### src/rtl/fsm_sequenciador_param.sv
// Parametrised master sequencer for the bottling line: walks N_ETAPAS slave stages,
// handles CQ reject, cork-alarm pause, graceful stop and dozen counting.
// Optional watchdog / ERRO state is built only when the macro TIMEOUT_EN is defined.
module fsm_sequenciador_param #(
  parameter int N_ETAPAS = 6,
  parameter int ETAPA_CQ = 4,
  parameter logic [N_ETAPAS-1:0] ALARME_MASK = 6'b101101,
  parameter int TIMEOUT_CICLOS = 50000000,
  parameter int TIMEOUT_W = 26,
  parameter int GARRAFAS_POR_DUZIA = 12,
  localparam int IW = $clog2(N_ETAPAS)
) (
  input  logic                clk,
  input  logic                reset,
  input  logic                start,
  input  logic                parar,
  input  logic                alarme_rolha,
  input  logic                sensor_final,
  input  logic [N_ETAPAS-1:0] etapa_concluida,
  input  logic                garrafa_aprovada,
  output logic [N_ETAPAS-1:0] cmd_etapa,
  output logic [IW-1:0]       etapa_atual,
  output logic [2:0]          estado_dbg,
  output logic                ocupado,
  output logic                garrafa_descartada,
  output logic                garrafa_contada,
  output logic                incrementar_duzia,
  output logic                erro_timeout
);

  localparam int CW = (GARRAFAS_POR_DUZIA > 1) ? $clog2(GARRAFAS_POR_DUZIA) : 1;
  localparam logic [IW-1:0] ULTIMA = IW'(N_ETAPAS - 1);
  localparam logic [IW-1:0] IDX_CQ = IW'(ETAPA_CQ);
  localparam logic [CW-1:0] CONT_MAX = CW'(GARRAFAS_POR_DUZIA - 1);
  localparam logic [N_ETAPAS-1:0] UM = N_ETAPAS'(1);

  typedef enum logic [2:0] {
    IDLE           = 3'd0,
    EMITE          = 3'd1,
    AGUARDA        = 3'd2,
    CONTANDO_FINAL = 3'd3,
    PAUSADO        = 3'd4,
    ERRO           = 3'd5
  } estado_t;

  estado_t       estado_q, estado_d;
  logic [IW-1:0] etapa_q, etapa_d;
  logic [CW-1:0] cont_q, cont_d;
  logic          pend_q, pend_d;
  logic          sensor_prev_q;
  logic          descarta_d, contada_d, duzia_d;

`ifdef TIMEOUT_EN
  localparam logic [TIMEOUT_W-1:0] WD_LIMITE = TIMEOUT_W'(TIMEOUT_CICLOS - 1);
  logic [TIMEOUT_W-1:0] wd_q, wd_d;
`endif

  assign etapa_atual = etapa_q;

  always_comb begin
    estado_d   = estado_q;
    etapa_d    = etapa_q;
    cont_d     = cont_q;
    pend_d     = pend_q;
    descarta_d = 1'b0;
    contada_d  = 1'b0;
    duzia_d    = 1'b0;
`ifdef TIMEOUT_EN
    wd_d       = wd_q;
`endif
    if (parar && estado_q != IDLE) pend_d = 1'b1;

    case (estado_q)
      IDLE: begin
        pend_d = 1'b0;
        if (start) begin
          etapa_d  = '0;
          estado_d = alarme_rolha ? PAUSADO : EMITE;
        end
      end
      EMITE: begin
`ifdef TIMEOUT_EN
        wd_d = '0;
`endif
        estado_d = AGUARDA;
      end
      // Alarm outranks a done flag arriving in the same cycle; the stage is held.
      AGUARDA: begin
        if (alarme_rolha && ALARME_MASK[etapa_q]) begin
          estado_d = PAUSADO;
        end else if (etapa_concluida[etapa_q]) begin
          if (etapa_q == IDX_CQ && !garrafa_aprovada) begin
            descarta_d = 1'b1;
            etapa_d    = '0;
            estado_d   = pend_q ? IDLE : EMITE;
          end else if (etapa_q == ULTIMA) begin
            estado_d = CONTANDO_FINAL;
          end else begin
            etapa_d  = etapa_q + 1'b1;
            estado_d = EMITE;
          end
        end
`ifdef TIMEOUT_EN
        else if (wd_q == WD_LIMITE) begin
          estado_d = ERRO;
        end else begin
          wd_d = wd_q + 1'b1;
        end
`endif
      end
      CONTANDO_FINAL: begin
        if (sensor_final && !sensor_prev_q) begin
          contada_d = 1'b1;
          if (cont_q == CONT_MAX) begin
            cont_d  = '0;
            duzia_d = 1'b1;
          end else begin
            cont_d = cont_q + 1'b1;
          end
          etapa_d  = '0;
          estado_d = pend_q ? IDLE : EMITE;
        end
      end
      PAUSADO: begin
        if (!alarme_rolha) estado_d = EMITE;
      end
`ifdef TIMEOUT_EN
      ERRO: begin
        if (start) begin
          etapa_d  = '0;
          estado_d = IDLE;
        end
      end
`endif
      default: begin
        etapa_d  = '0;
        estado_d = IDLE;
      end
    endcase
  end

  // Outputs are registered from the next state so they line up with the state register.
  always_ff @(posedge clk) begin
    if (reset) begin
      estado_q           <= IDLE;
      etapa_q            <= '0;
      cont_q             <= '0;
      pend_q             <= 1'b0;
      sensor_prev_q      <= 1'b0;
      cmd_etapa          <= '0;
      estado_dbg         <= 3'd0;
      ocupado            <= 1'b0;
      garrafa_descartada <= 1'b0;
      garrafa_contada    <= 1'b0;
      incrementar_duzia  <= 1'b0;
`ifdef TIMEOUT_EN
      wd_q               <= '0;
      erro_timeout       <= 1'b0;
`endif
    end else begin
      estado_q           <= estado_d;
      etapa_q            <= etapa_d;
      cont_q             <= cont_d;
      pend_q             <= pend_d;
      sensor_prev_q      <= sensor_final;
      cmd_etapa          <= (estado_d == EMITE || estado_d == AGUARDA) ? (UM << etapa_d) : '0;
      estado_dbg         <= estado_d;
      ocupado            <= (estado_d != IDLE) && (estado_d != ERRO);
      garrafa_descartada <= descarta_d;
      garrafa_contada    <= contada_d;
      incrementar_duzia  <= duzia_d;
`ifdef TIMEOUT_EN
      wd_q               <= wd_d;
      erro_timeout       <= (estado_d == ERRO);
`endif
    end
  end

`ifndef TIMEOUT_EN
  assign erro_timeout = 1'b0;
`endif

endmodule

### config.mk
export PLATFORM = sky130hd
export DESIGN_NAME = fsm_sequenciador_param
export DESIGN_NICKNAME = d
export VERILOG_FILES = /design/src/rtl/fsm_sequenciador_param.sv
export SDC_FILE = /design/constraint.sdc
export NUM_CORES = 1
export LEC_CHECK = 0
export ABC_AREA = 1
export CORE_ASPECT_RATIO = 0.7
export CORE_MARGIN = 3
export CORE_UTILIZATION = 42
export DETAILED_ROUTE_END_ITERATION = 8
export GPL_ROUTABILITY_DRIVEN = 0
export PLACE_DENSITY = 0.76
export RECOVER_POWER = 50
export SKIP_LAST_GASP = 1
export SYNTH_ARGS = -nofsm -noshare
export SYNTH_HDL_FRONTEND = slang
export SYNTH_SLANG_ARGS = --single-unit
### constraint.sdc
create_clock -name clk -period 4.2 [get_ports clk]
set_input_delay 1.05 -clock clk [delete_from_list [all_inputs] [get_ports clk]]
set_output_delay 1.05 -clock clk [all_outputs]
set_load 0.03 [all_outputs]
==> Word level (Yosys, flattened, before mapping) <==
Memory sizes are Yosys's and may differ from the RTL's. A register that Yosys moved wholly into a read port is not among the register bits.
Cells that the tools add are included.
{ "classes": {"reduce_logical": 18, "shift": 1, "add_sub_neg": 2, "mux": 25, "n_lt_le_gt_ge": 1, "bitwise": 5, "n_eq_ne": 10} }
{ "op_table": {"columns": ["operator", "n"], "rows": [
  ["3-bit two-way mux", 13],
  ["3-bit case mux with 5 select lines", 1],
  ["3-bit case mux with 4 select lines", 1],
  ["3-bit by 2-bit == test with 1-bit output (second input constant)", 3],
  ["3-bit == test (second input constant)", 3],
  ["2-bit OR reduction", 4],
  ["3-bit by 1-bit == test with 1-bit output (second input constant)", 2],
  ["1-bit two-way mux", 6],
  ["3-bit nonzero test", 2],
  ["1-bit by 3-bit left shift with 6-bit output (first input constant)", 1],
  ["1-bit logical AND", 5],
  ["1-bit inverter", 5],
  ["4-bit by 1-bit adder with 4-bit output (second input constant)", 1],
  ["4-bit == test (second input constant)", 1],
  ["3-bit by 4-bit less-than comparator with 1-bit output (second input constant)", 1],
  ["2-bit two-way mux", 2],
  ["4-bit two-way mux", 1],
  ["4-bit OR reduction", 1],
  ["3-bit by 1-bit adder with 3-bit output (second input constant)", 1],
  ["1-bit binary-select mux with 3-bit select", 1],
  ["3-bit logical NOT", 1],
  ["3-bit inequality test (second input constant)", 1],
  ["3-bit OR reduction", 1],
  ["1-bit logical NOT", 2],
  ["2 further kinds", 2]
]} }
{ "totals": {"ff_bits": 22, "n_memories": 1, "rom_bits": 8, "out_inout_bits": 17} }
{ "mem_list": {"columns": ["name", "depth", "width", "rd", "rd_clocked_by_memory_dff", "wr", "line", "text"], "rows": [
  ["(no name shown)", 8, 1, 1, 1, 0, "89", "if (alarme_rolha && ALARME_MASK[etapa_q]) begin"]
]} }

==> Depth between registers and ports, before layout <==
{ "logic_depth": {"ltp_word": 10, "mapped_depth": 14, "depth_no_buf": 14} }

==> Worst setup path after synthesis <==
Ideal clock, no wire load.
{ "synth_path": {"kind": "input -> register", "start": "in sensor_final", "end": "reg (tool-made name)", "t_arrival_ns": 2.077, "setup_time_ns": 0.117, "required_time_ns": 4.083, "n_path_buf": 0, "setup_slack_ns": 2.006, "stages": 10, "path_cell_list": "inv_1 > or2_2 > a21oi_1 > nand2_1 > nand2_1 > nand2_1 > inv_1 > nand2_1 > nand2_1 > nand2_1"} }
{ "synth_lines": {"columns": ["item", "line", "text"], "rows": [
  ["start: declaration", "18", "input logic sensor_final,"]
]} }

==> Worst setup path in the final report <==
{ "layout_path": {"start": "in sensor_final", "end": "reg cmd_etapa[2]"} }
{ "layout_between": {"elab_chain_cells": 7, "elab_cells_between_ends": 11, "cone_classes": "eq/ne: 2; shift: 1; mux: 4; bitwise: 1; reduce/logical: 3"} }
{ "layout_rtl": {"columns": ["item", "line", "text"], "rows": [
  ["1-bit logical AND *", "112", "if (sensor_final && !sensor_prev_q) begin"],
  ["3-bit two-way mux", "112", null],
  ["3-bit case mux with 5 select lines", "73", "case (estado_q)"],
  ["3-bit by 1-bit == test with 1-bit output / 3-bit by 2-bit == test with 1-bit output (equally long branches)", "166", "cmd_etapa <= (estado_d == EMITE || estado_d == AGUARDA) ? (UM << etapa_d) : '0;"],
  ["1-bit logical OR", "166", null],
  ["1-bit inverter (no line)", null, null],
  ["2-bit OR reduction (no line)", null, null],
  ["end signal: assignment", "166", null],
  ["end: declaration", "21", "output logic [N_ETAPAS-1:0] cmd_etapa,"]
]} }
Mark *: on every way between the ends. The rest lies on a longest branch, timed or not.
A chain may end at the register's enable or synchronous reset.

==> metrics list <==
* Clock skew: 2.641 ps
* Type of origin of the critical path: input port
* Syn_nets: between 150 and 200
* FF-to-FF Start: etapa_atual[0]$_SDFF_PP0_
- The die is 49.68 um tall.
- In this run the most critical hold path is launched from cont_q[2]$_SDFFE_PP0P_.
- Final Slew Violations: 0
* Source of the critical timing path: sensor_final
- Primary flip-flop cell chosen by synthesis mapping: sky130_fd_sc_hd__dfxtp_1
- Endpoint required time on the critical path: between 4000 and 5000 ps
- After the last flow step, the layout net total stands at between 200 and 250.
* Sink count of the clock tree: 23
* Fmax: ~380 MHz
- STA classifies the critical path endpoint as a register.
- The final hold violation count was 0.
* P&R area growth vs syn: 29.73%
* Initial DRC count: 60
* Detailed-route wire length on metal 1: ~1.3 mm
* Post-Synthesis Mean Instance Area: 6.938 um^2
* Maximum Capacitance Violations: 0
- The worst path in the final design needs a cycle of between 2000 and 3000 ps, including I/O delays and setup.
* Power density cells: between 200 and 300 nW/um^2
- Remaining design rule violation count: 0
* Clock buffers created by TritonCTS: 3
* Average vias per placed instance: roughly 4.9
- In this run the number of H-tree levels came out at 1.
* Number of top-level pins: 30
- For this run, the number of Yosys warnings is 0.
- Synthesis produced a netlist whose cell count is 165.
* Slowest cell on the critical path: sky130_fd_sc_hd__dlygate4sd3_1
- Row Count: 15
- After clock tree synthesis, the clock-pin slew on the worst setup and hold paths is around 80 ps.
* Number of synthesized flops with an enable pin: 0
- Total negative setup slack: 0 ps
- Of all cell types, the one taking the most synthesized area is sky130_fd_sc_hd__dfxtp_1.
* Aggregate global-route resource usage: around 17%
* Max incr delay on CP: ~520 ps
* Antenna violations before repair: 0
- The worst-case IR drop observed on VDD is roughly 270 uV.
- Detailed-placement wirelength estimate: approximately 2.0 mm
* Crit path arrival time: approximately 2900 ps
* TritonRoute pass-1 iters: 4
* Crit share post-route: 62.97%
* Area of the die: between 3000 and 4000 um^2
- The later pin in the worst-skew pair is clocked with a latency of between 200 and 300 ps.
- Class of the most critical setup path: in -> reg
- After Yosys synthesis, full adders, half adders and majority gates account for approximately 4.4% of the synthesized area.
- Top layer in use: met4
- Commonest cells in the netlist: sky130_fd_sc_hd__nand2_1 (39), sky130_fd_sc_hd__inv_1 (25), sky130_fd_sc_hd__dfxtp_1 (23)
- Count of different cell masters after synthesis: 25
- Simple-Gate Fraction of Synth Area: a little over a third
- Proportion of synthesized chip area in sequential cells: between 40 and 50%
- Fill cells in the final layout number 243.
* Area share of xor/xnor cells in the synthesized design: 0%
- The detailed router placed around 1,100 vias in this run.
* Remaining max-slew budget at the tightest pin: 64.52%
- Critical path peak fanout: 4
* Total length of routed met2 wires: roughly 1.1 mm
- The cell area that synthesis handed to floorplanning was roughly 1100 um^2.
* Synth top area share: slightly above 40%
- Counting along the longest clock path gives a buffer depth of 2.
* Most frequent cell on the critical path: sky130_fd_sc_hd__nand2_1
- Result of the run: complete, no violations
* Root buffer cell: sky130_fd_sc_hd__clkbuf_8
- The detail route stage leaves a number of antenna-violating nets equal to 0.
* Cell-by-cell listing of the critical path: dlygate4sd3_1, inv_1, or2_2, a21oi_1, nand2_1, nand2_1, nand2_1, inv_1, nand3_2, nor2_1
* TritonCTS clock tree: done
- Post-detailed-placement cell area: around 1400 um^2
- Wire length of the first global-routing pass: about 4.3 mm
- Number of flip-flops and latches in the synthesized netlist: 23
- Finish-stage setup viols: 0
* Pleak: about 0.69 nW
* FF/Latch Area: around 460 um^2
- Most used standard cell by instance count after synthesis: sky130_fd_sc_hd__nand2_1
* Remaining global-route overflow: 0
* Post-CTS repair timing setup buffer count: 0
* Total of cells resized after clock tree synthesis: 0
- Summing all multi-input logic gate instances after layout gives about 560 um^2.
* Pin count of the biggest net entering global routing: 15
- Drt wl/cell: 11.12 um
* Core area: 2534 um^2
- By area, the combinational part of the netlist is dominated by simple AND/OR/NAND/NOR gates.
* Hold WC Path Type: reg -> reg
- Once the floorplan was initialized, standard cells occupied ~45% of the core.
- Vias in the first global route: approximately 1,000
- Quantity of hold-fixing buffers added after cts: 0
- Count of input and output buffers: 28
- The die is between 60 and 70 um wide.
- In the final layout, the share of cells above drive strength 1 is a little over 7%.
- Summed over all nets, wire length on met3 after detailed routing comes to 140 um.
* Area of all placed cells without fillers: roughly 1500 um^2
- Sorting the synthesized cells by area gives the leading types as sky130_fd_sc_hd__dfxtp_1 (40%), sky130_fd_sc_hd__nand2_1 (13%), sky130_fd_sc_hd__inv_1 (8.2%), sky130_fd_sc_hd__nor2_1 (6.6%), sky130_fd_sc_hd__nand3_1 (4.8%).
- Synthesized-area fraction occupied by ao, oa, aoi and oai cells: under 10%
- Slew of the pin with the lowest slew margin: 530.4 ps
- Setup repair after global routing left no endpoint under its margin.
* Fraction of synthesized area in multiplexers: 0%
- Total Wirelength: 2.535 mm
- Of all flip-flops after synthesis, the portion carrying an async set or reset was 0%.
* Number of antenna cells inserted: 0
state kept, by name (all words and copies together) (netlist names), named ones only:
name                cells
pend_q                  1
incrementar_duzia       1
cont_q                  4
cmd_etapa               6
estado_q                3
garrafa_descartada      1
garrafa_contada         1
ocupado                 1
etapa_atual             3
sensor_prev_q           1
critical path: cells and delay by family:
| kind | cells | cell delay [ps] |
|---|---|---|
| AND/OR/NAND/NOR | 6 | 820 |
| AO/OA/AOI/OAI | 1 | 280 |
| buffers and inverters | 3 | 700 |
cells in the final DEF (no fill, tap or decap), types with 4 or more instances in the layout:
cell,n
sky130_fd_sc_hd__o21ai_0,7
sky130_fd_sc_hd__dlygate4sd3_1,14
sky130_fd_sc_hd__inv_1,25
sky130_fd_sc_hd__nand2_2,4
sky130_fd_sc_hd__a21oi_1,9
sky130_fd_sc_hd__nand3_1,11
sky130_fd_sc_hd__nor2_1,20
sky130_fd_sc_hd__clkdlybuf4s50_1,14
sky130_fd_sc_hd__nand2_1,41
sky130_fd_sc_hd__ha_1,4
sky130_fd_sc_hd__dfxtp_1,23
report_power, final:
part           switching, mW  internal (mW)
Clock                 0.0705         0.0663
Sequential           0.00318          0.223
Combinational         0.0360         0.0250
Total                  0.110          0.314
per-layer routing:
| metal | vias up | track usage [%] |
|---|---|---|
| met2 | 34 | 25.20 |
| met1 | 500 | 21.91 |
| met5 | - | 0 |
| met3 | 6 | 5.011 |
| met4 | 0 | 5.941 |
| li1 | 580 | - |
worst paths after layout:
check             slack [ps]                      end  cells past startpoint
hold reg to reg          520   cont_q[2]$_SDFFE_PP0P_                      2
setup reg to reg        2230  cmd_etapa[4]$_SDFF_PP0_                     13
hold / removal           520   cont_q[2]$_SDFFE_PP0P_                      2
setup / recovery        1560  cmd_etapa[2]$_SDFF_PP0_                     10
area by class of cell:
class | instances | area share, %
multi-input cells | 113 | 37.57
flip-flops and latches | 23 | 31.00
repair buffers | 28 | 18.87
inverters | 26 | 6.571
well taps | 34 | 2.864
clock buffers | 3 | 2.780
clock inverters | 1 | 0.3370
through the flow:
stage	power, mW	hold WS (ps)	cells	worst slack, ps	util [%]
after floorplan	0.2688	462.7	165	2006	-
after global placement	0.2930	479.3	224	1391	57.19
after detailed placement	0.2942	500.4	224	1380	57.19
after CTS	0.4294	514.6	228	1610	59.01
after global routing	0.4410	558.7	228	1348	58.62
final	0.4238	515.3	228	1555	58.62
logic make-up (layout without fill, tap and decap cells):
kind of cell	count (synthesis)	after routing
and+or+nand+nor	88	88
buffers and inverters	29	58
DFF	23	23
AOI/OAI and AO/OA	20	20
adders and majority gates	4	4
other	1	1
Power figures use the tool's default switching activity.
